### src/rtl/product_accumulator_64b_if.sv
// Stream interface between a signed-product source and the block accumulator.
// The product side carries one term per beat with a last flag; the result side
// carries a saturated block sum, its term count and an overflow flag.
interface product_accumulator_64b_if #(
  parameter int PW = 64,
  parameter int CW = 16
);
  // Product stream (source -> accumulator)
  logic signed [PW-1:0] p;
  logic                 p_valid;
  logic                 p_last;
  logic                 p_ready;

  // Result stream (accumulator -> consumer)
  logic signed [PW-1:0] out_sum;
  logic [CW-1:0]        out_cnt;
  logic                 out_ovf;
  logic                 out_valid;
  logic                 out_ready;

  // Producer of products and consumer of results
  modport master (
    output p, p_valid, p_last, out_ready,
    input  p_ready, out_sum, out_cnt, out_ovf, out_valid
  );

  // The accumulator itself
  modport slave (
    input  p, p_valid, p_last, out_ready,
    output p_ready, out_sum, out_cnt, out_ovf, out_valid
  );
endinterface

### src/rtl/product_accumulator_64b.sv
// Block accumulator for signed products. Terms are summed in a wide
// accumulator until a beat flagged last arrives; the block total is then
// saturated to PW bits and parked in a one-entry result register guarded by a
// valid/ready handshake. The next block accumulates while the result waits.
module product_accumulator_64b #(
  parameter int PW = 64,
  parameter int AW = 80,
  parameter int CW = 16
) (
  input  logic                     i_clk,
  input  logic                     i_rst,
  product_accumulator_64b_if.slave bus
);

  // Result register occupancy: EMPTY holds nothing, FULL holds an undrained sum.
  typedef enum logic [0:0] {
    ST_EMPTY = 1'b0,
    ST_FULL  = 1'b1
  } state_e;

  // Term counter increment that sticks at all-ones instead of wrapping.
  function automatic logic [CW-1:0] cnt_inc(input logic [CW-1:0] c);
    logic [CW-1:0] res;
    if (&c) begin
      res = c;
    end else begin
      res = c + CW'(1'b1);
    end
    return res;
  endfunction

  // The wide total fits in PW signed bits only if every bit from PW-1 upward
  // equals the sign bit; anything else means the block sum left PW range.
  function automatic logic sat_ovf(input logic [AW-1:0] t);
    logic [AW-PW:0] hi;
    hi = t[AW-1:PW-1];
    return ~((&hi) | ~(|hi));
  endfunction

  // Clamp the wide total to the most positive / most negative PW-bit value.
  function automatic logic [PW-1:0] sat_pw(input logic [AW-1:0] t);
    logic [PW-1:0] res;
    if (sat_ovf(t)) begin
      if (t[AW-1]) begin
        res = {1'b1, {(PW-1){1'b0}}};
      end else begin
        res = {1'b0, {(PW-1){1'b1}}};
      end
    end else begin
      res = t[PW-1:0];
    end
    return res;
  endfunction

  // Accumulation state
  logic [AW-1:0] r_acc;
  logic [CW-1:0] r_cnt;

  // Result register
  logic [PW-1:0] r_out_sum;
  logic [CW-1:0] r_out_cnt;
  logic          r_out_ovf;
  state_e        r_state;

  // Combinational datapath and control
  logic [AW-1:0] w_p_ext;
  logic [AW-1:0] w_sum;
  logic [CW-1:0] w_cnt_nxt;
  logic          w_out_valid;
  logic          w_p_ready;
  logic          w_beat;
  logic          w_last_beat;
  logic          w_drain;
  logic          w_load;
  state_e        w_state_nxt;

  assign w_out_valid = (r_state == ST_FULL);

  // Back-pressure only when a full result is not being taken this cycle; the
  // same condition gates every beat so a block can never run ahead of its
  // predecessor's result.
  assign w_p_ready   = ~i_rst & (~w_out_valid | bus.out_ready);
  assign w_beat      = bus.p_valid & w_p_ready;
  assign w_last_beat = w_beat & bus.p_last;
  assign w_drain     = w_out_valid & bus.out_ready;

  // Sign-extend the product and form the running total including this term.
  assign w_p_ext   = AW'($signed(bus.p));
  assign w_sum     = r_acc + w_p_ext;
  assign w_cnt_nxt = cnt_inc(r_cnt);

  // Next occupancy of the result register and the load strobe.
  always_comb begin
    w_state_nxt = r_state;
    w_load      = 1'b0;
    case (r_state)
      ST_EMPTY: begin
        if (w_last_beat) begin
          w_state_nxt = ST_FULL;
          w_load      = 1'b1;
        end else begin
          w_state_nxt = ST_EMPTY;
        end
      end
      ST_FULL: begin
        if (w_last_beat) begin
          // Drain and reload on the same edge: the old result leaves, the new
          // one takes its place, occupancy stays FULL.
          w_state_nxt = ST_FULL;
          w_load      = 1'b1;
        end else if (w_drain) begin
          w_state_nxt = ST_EMPTY;
        end else begin
          w_state_nxt = ST_FULL;
        end
      end
      default: begin
        w_state_nxt = ST_EMPTY;
        w_load      = 1'b0;
      end
    endcase
  end

  // Result register occupancy.
  always_ff @(posedge i_clk) begin
    if (i_rst) begin
      r_state <= ST_EMPTY;
    end else begin
      r_state <= w_state_nxt;
    end
  end

  // Running total and term count; cleared when a block completes so the next
  // block starts on the following edge with no bubble.
  always_ff @(posedge i_clk) begin
    if (i_rst) begin
      r_acc <= {AW{1'b0}};
      r_cnt <= {CW{1'b0}};
    end else if (w_beat) begin
      if (bus.p_last) begin
        r_acc <= {AW{1'b0}};
        r_cnt <= {CW{1'b0}};
      end else begin
        r_acc <= w_sum;
        r_cnt <= w_cnt_nxt;
      end
    end else begin
      r_acc <= r_acc;
      r_cnt <= r_cnt;
    end
  end

  // Result payload; only written on a load so it stays stable while waiting.
  always_ff @(posedge i_clk) begin
    if (i_rst) begin
      r_out_sum <= {PW{1'b0}};
      r_out_cnt <= {CW{1'b0}};
      r_out_ovf <= 1'b0;
    end else if (w_load) begin
      r_out_sum <= sat_pw(w_sum);
      r_out_cnt <= w_cnt_nxt;
      r_out_ovf <= sat_ovf(w_sum);
    end else begin
      r_out_sum <= r_out_sum;
      r_out_cnt <= r_out_cnt;
      r_out_ovf <= r_out_ovf;
    end
  end

  assign bus.p_ready   = w_p_ready;
  assign bus.out_sum   = r_out_sum;
  assign bus.out_cnt   = r_out_cnt;
  assign bus.out_ovf   = r_out_ovf;
  assign bus.out_valid = w_out_valid;

endmodule

### src/flat_wrapper.sv
// flat-port wrapper written by rule: the top's interface ports become plain ports
module product_accumulator_64b_flat 
#(
  parameter int PW = 64,
  parameter int AW = 80,
  parameter int CW = 16
)
  (i_clk, i_rst, bus_p, bus_p_valid, bus_p_last, bus_out_ready, bus_p_ready, bus_out_sum, bus_out_cnt, bus_out_ovf, bus_out_valid);
  product_accumulator_64b_if #(.PW(PW), .CW(CW)) bus_i ();
  input  logic i_clk;
  input  logic i_rst;
  input wire logic [$bits(bus_i.p)-1:0] bus_p;
  input wire logic [$bits(bus_i.p_valid)-1:0] bus_p_valid;
  input wire logic [$bits(bus_i.p_last)-1:0] bus_p_last;
  input wire logic [$bits(bus_i.out_ready)-1:0] bus_out_ready;
  output wire logic [$bits(bus_i.p_ready)-1:0] bus_p_ready;
  output wire logic [$bits(bus_i.out_sum)-1:0] bus_out_sum;
  output wire logic [$bits(bus_i.out_cnt)-1:0] bus_out_cnt;
  output wire logic [$bits(bus_i.out_ovf)-1:0] bus_out_ovf;
  output wire logic [$bits(bus_i.out_valid)-1:0] bus_out_valid;
  assign bus_i.p = bus_p;
  assign bus_i.p_valid = bus_p_valid;
  assign bus_i.p_last = bus_p_last;
  assign bus_i.out_ready = bus_out_ready;
  assign bus_p_ready = bus_i.p_ready;
  assign bus_out_sum = bus_i.out_sum;
  assign bus_out_cnt = bus_i.out_cnt;
  assign bus_out_ovf = bus_i.out_ovf;
  assign bus_out_valid = bus_i.out_valid;
  product_accumulator_64b #(.PW(PW), .AW(AW), .CW(CW)) u_core (.i_clk(i_clk), .i_rst(i_rst), .bus(bus_i));
endmodule
### config.mk
export PLATFORM = sky130hd
export DESIGN_NAME = product_accumulator_64b_flat
export DESIGN_NICKNAME = d
export VERILOG_FILES = /design/src/rtl/product_accumulator_64b_if.sv /design/src/rtl/product_accumulator_64b.sv /design/src/flat_wrapper.sv
export SDC_FILE = /design/constraint.sdc
export NUM_CORES = 1
export LEC_CHECK = 0
export BUFFER_PORTS_ARGS = -buffer_cell sky130_fd_sc_hd__buf_4
export CAP_MARGIN = 20
export CORE_AREA = 2 2 192 194
export DETAILED_ROUTE_END_ITERATION = 8
export DIE_AREA = 0 0 194 196
export PLACE_DENSITY_LB_ADDON = 0.15
export SLEW_MARGIN = 15
export SYNTH_ARGS = -nofsm -noshare
export SYNTH_HDL_FRONTEND = slang
export SYNTH_SLANG_ARGS = --single-unit
### constraint.sdc
create_clock -name i_clk -period 11.6 [get_ports i_clk]
set_input_delay 1.16 -clock i_clk [delete_from_list [all_inputs] [get_ports i_clk]]
set_output_delay 1.16 -clock i_clk [all_outputs]
set_load 0.02 [all_outputs]
==> qor.csv <==
metric;value;unit
most frequent cells in the layout;252 x nor2_1, 178 x dfxtp_1, 159 x buf_4;
H-Tree Depth;4;
Setup Fix Bufs, Post-CTS;0;
placed wire-length estimate;31200;um
Min-Delay Endpoint;u_core.bus.out_cnt[0];
total gr overflow;0;
leakage;5.70;nW
vias per cell;5.64;
global-route wire length before repair;65900;um
Vias;12100;
post-layout util;39.8;%
antenna fix cells;0;
Die ar.;38000;um2
Cells after Synth;1597;
crit path DAT;6.03;ns
number of synthesized flops with an enable pin;0;
critical path peak fanout;47;
footprint of the multi-input gates;8310;um2
# rows;70;
Tmin final;5.74;ns
status;finished, final reports clean;
drt total wl;41600;um
layout cells sized above 1;16.2;%
peak supply drop;0.114;mV
Mean Syn Cell Area;7.81;um2
Async SR Flop Fraction;0;%
CP required;11.89;ns
PD cells;112;nW/um2
Reg2Reg Depth;14;
Relative slew margins;32.5;%
drt drc;0;
R2R Path Start;u_core.r_acc[28];
Inserted Clock Buffers;17;
CP startpoint kind;primary input;
initial antenna violation count;0;
setup TNS;0;ns
final antenna-violating net count;0;
area grow syn2layout;15.1;%
Worst-path clk slew;0.07;ns
RSZ-0062 raised after global routing;false;
DIE WIDTH;194;um
Final Hold Vio Count;0;
Layout fillers;3779;
CTS Hold Bufs;0;
max capacitance violation total;0;
Max stage delay cell, worst path;buf_4;
Root Buffer;clkbuf_16;
Most used DFF post-synth;dfxtp_1;
critical path class;primary input to flip-flop;
post-cts sizing count;0;
DR pass1 iterations;5;
Starting DRT DRC Count;973;
count of pins over their slew limit;0;
Synth area leaders;dfxtp_1 29%, ha_1 8.0%, nor2_1 7.6%;
hold crit path type;flip-flop to flip-flop;
crit path capture type;flip-flop;
register area;3560;um2
# IOs;152;
crit path cell chain;buf_4 -> ha_1 -> nand4_1 -> or4_1 -> or2_0 -> a311oi_2 -> or3_1 -> a31oi_2 -> o41ai_4 -> xor2_2 -> nor4_1 -> and4_2 -> o21a_4 -> buf_4 -> a211oi_2;
number of setup violations in the final report;0;
Final Skew;0.0148;ns
Net count, final;1813;
Syn Nets;1747;
Port-buffer cells;151;
Worst-Skew Late Latency;0.46;ns
reg2reg setup slack;6.36;ns
gpl congestion;0.927;
worst-case clock buffer depth;2;
synthesis-stage register bit count;178;
clock sink count;178;
post-synth top area cell;dfxtp_1;
synth unique cells;69;
placeable core region;36100;um2
area share of the largest cell type after synthesis;28.6;%
Synth Cell Area;12500;um2
largest net degree at the start of global routing;110;
final instance area;14300;um2
fin crit share;49.5;%
HP Start;u_core.bus.out_cnt[0];
commonest non-fill, non-tap cell in the layout;nor2_1;
vias in the first global route;11900;
Post-DP Area;13800;um2
Syn. warnings;0;
WL/cell;19.4;um
reg2reg end;u_core.bus.out_sum[9];
CP dominant cell by count;buf_4;
Max stage delay on crit path;0.71;ns
Seq/Total Area, Yosys;28.6;%
Tightest Pin Transition;1.01;ns
worst hold stages;2;
CTS tree;yes;
initial core utilization;34.6;%
die height;196;um
GRT Total Usage;21.7;%
fmax;174;MHz
[cell usage after synthesis, drive strengths merged (24+ instances only)]
| master | n |
|---|---|
| a21o | 45 |
| nand4 | 38 |
| a211oi | 84 |
| xnor2 | 50 |
| nor2 | 253 |
| clkbuf | 91 |
| nor3 | 31 |
| ha | 80 |
| inv | 24 |
| nand2 | 109 |
| o21ai | 142 |
| dfxtp | 178 |
| a22oi | 84 |
| a21oi | 137 |
| xor2 | 35 |
[stage by stage]
step	hold slack, ns	instances	total power (W)	setup slack (ns)
floorplan	0.436	1597	0.000900	7.01
global placement	0.444	2112	0.00101	5.45
detailed placement	0.448	2112	0.00101	5.45
CTS	0.461	2144	0.00163	5.91
global route	0.480	2144	0.00169	5.62
finish	0.455	2144	0.00161	5.86
[critical path, delay by kind of cell]
kind                       cells  cell delay, ns
AOI/OAI and AO/OA              5            1.45
and+or+nand+nor                6            1.97
buffers and inverters          2            0.82
adders and majority gates      1            0.42
xor gates and xnor gates       1            0.17
[state kept, by name, indices dropped and copies added (netlist names)]
| name | flops |
|---|---|
| u_core.r_acc | 80 |
| u_core.bus.out_sum | 64 |
| u_core.bus.out_cnt | 16 |
| u_core.r_cnt | 16 |
| u_core.bus.out_ovf | 1 |
| u_core.bus.out_valid | 1 |
[cell type report]
| type | count | share of cell area [%] |
|---|---|---|
| Inverter | 24 | 0.628 |
| Clock inverter | 13 | 1.15 |
| Tap cell | 468 | 4.08 |
| Sequential cell | 178 | 24.8 |
| Clock buffer | 19 | 3.02 |
| Multi-Input combinational cell | 1282 | 57.9 |
| Timing Repair Buffer | 160 | 8.40 |
[how the worst max path moves through the flow]
stage | from | endpoint | cells past startpoint
final | bus_p[28] | u_core.bus.out_sum[9] | 15
after global routing | bus_p[28] | u_core.bus.out_sum[11] | 15
after CTS | bus_p[28] | u_core.bus.out_sum[28] | 15
after detailed placement | bus_p[28] | u_core.bus.out_sum[52] | 15
after global placement | bus_p[29] | u_core.bus.out_sum[44] | 15
after floorplan | bus_p[28] | u_core.bus.out_sum[10] | 17
[layer usage]
| layer | vias up | wire (um) | track usage [%] |
|---|---|---|---|
| li1 | 5999 | - | - |
| met1 | 5731 | 19300 | 28.9 |
| met2 | 324 | 19400 | 35.6 |
| met3 | 44 | 2060 | 4.26 |
| met4 | 0 | 835 | 6.17 |
| met5 | - | 0 | 0 |
[kinds of logic after synthesis]
family / synth area share [%]
simple gates: 19.0
fa+ha+maj: 8.19
xor+xnor: 6.03
flops: 28.6
mux: 0.401
compound gates: 32.8
buf+inv: 5.01
[power by group]
part | internal (W) | switching (W) | total [W]
Combinational | 0.000129 | 0.000223 | 0.000352
Clock | 0.000327 | 0.000284 | 0.000610
Sequential | 0.000635 | 0.0000147 | 0.000650
No activity file was read; power rests on OpenSTA's default activity.
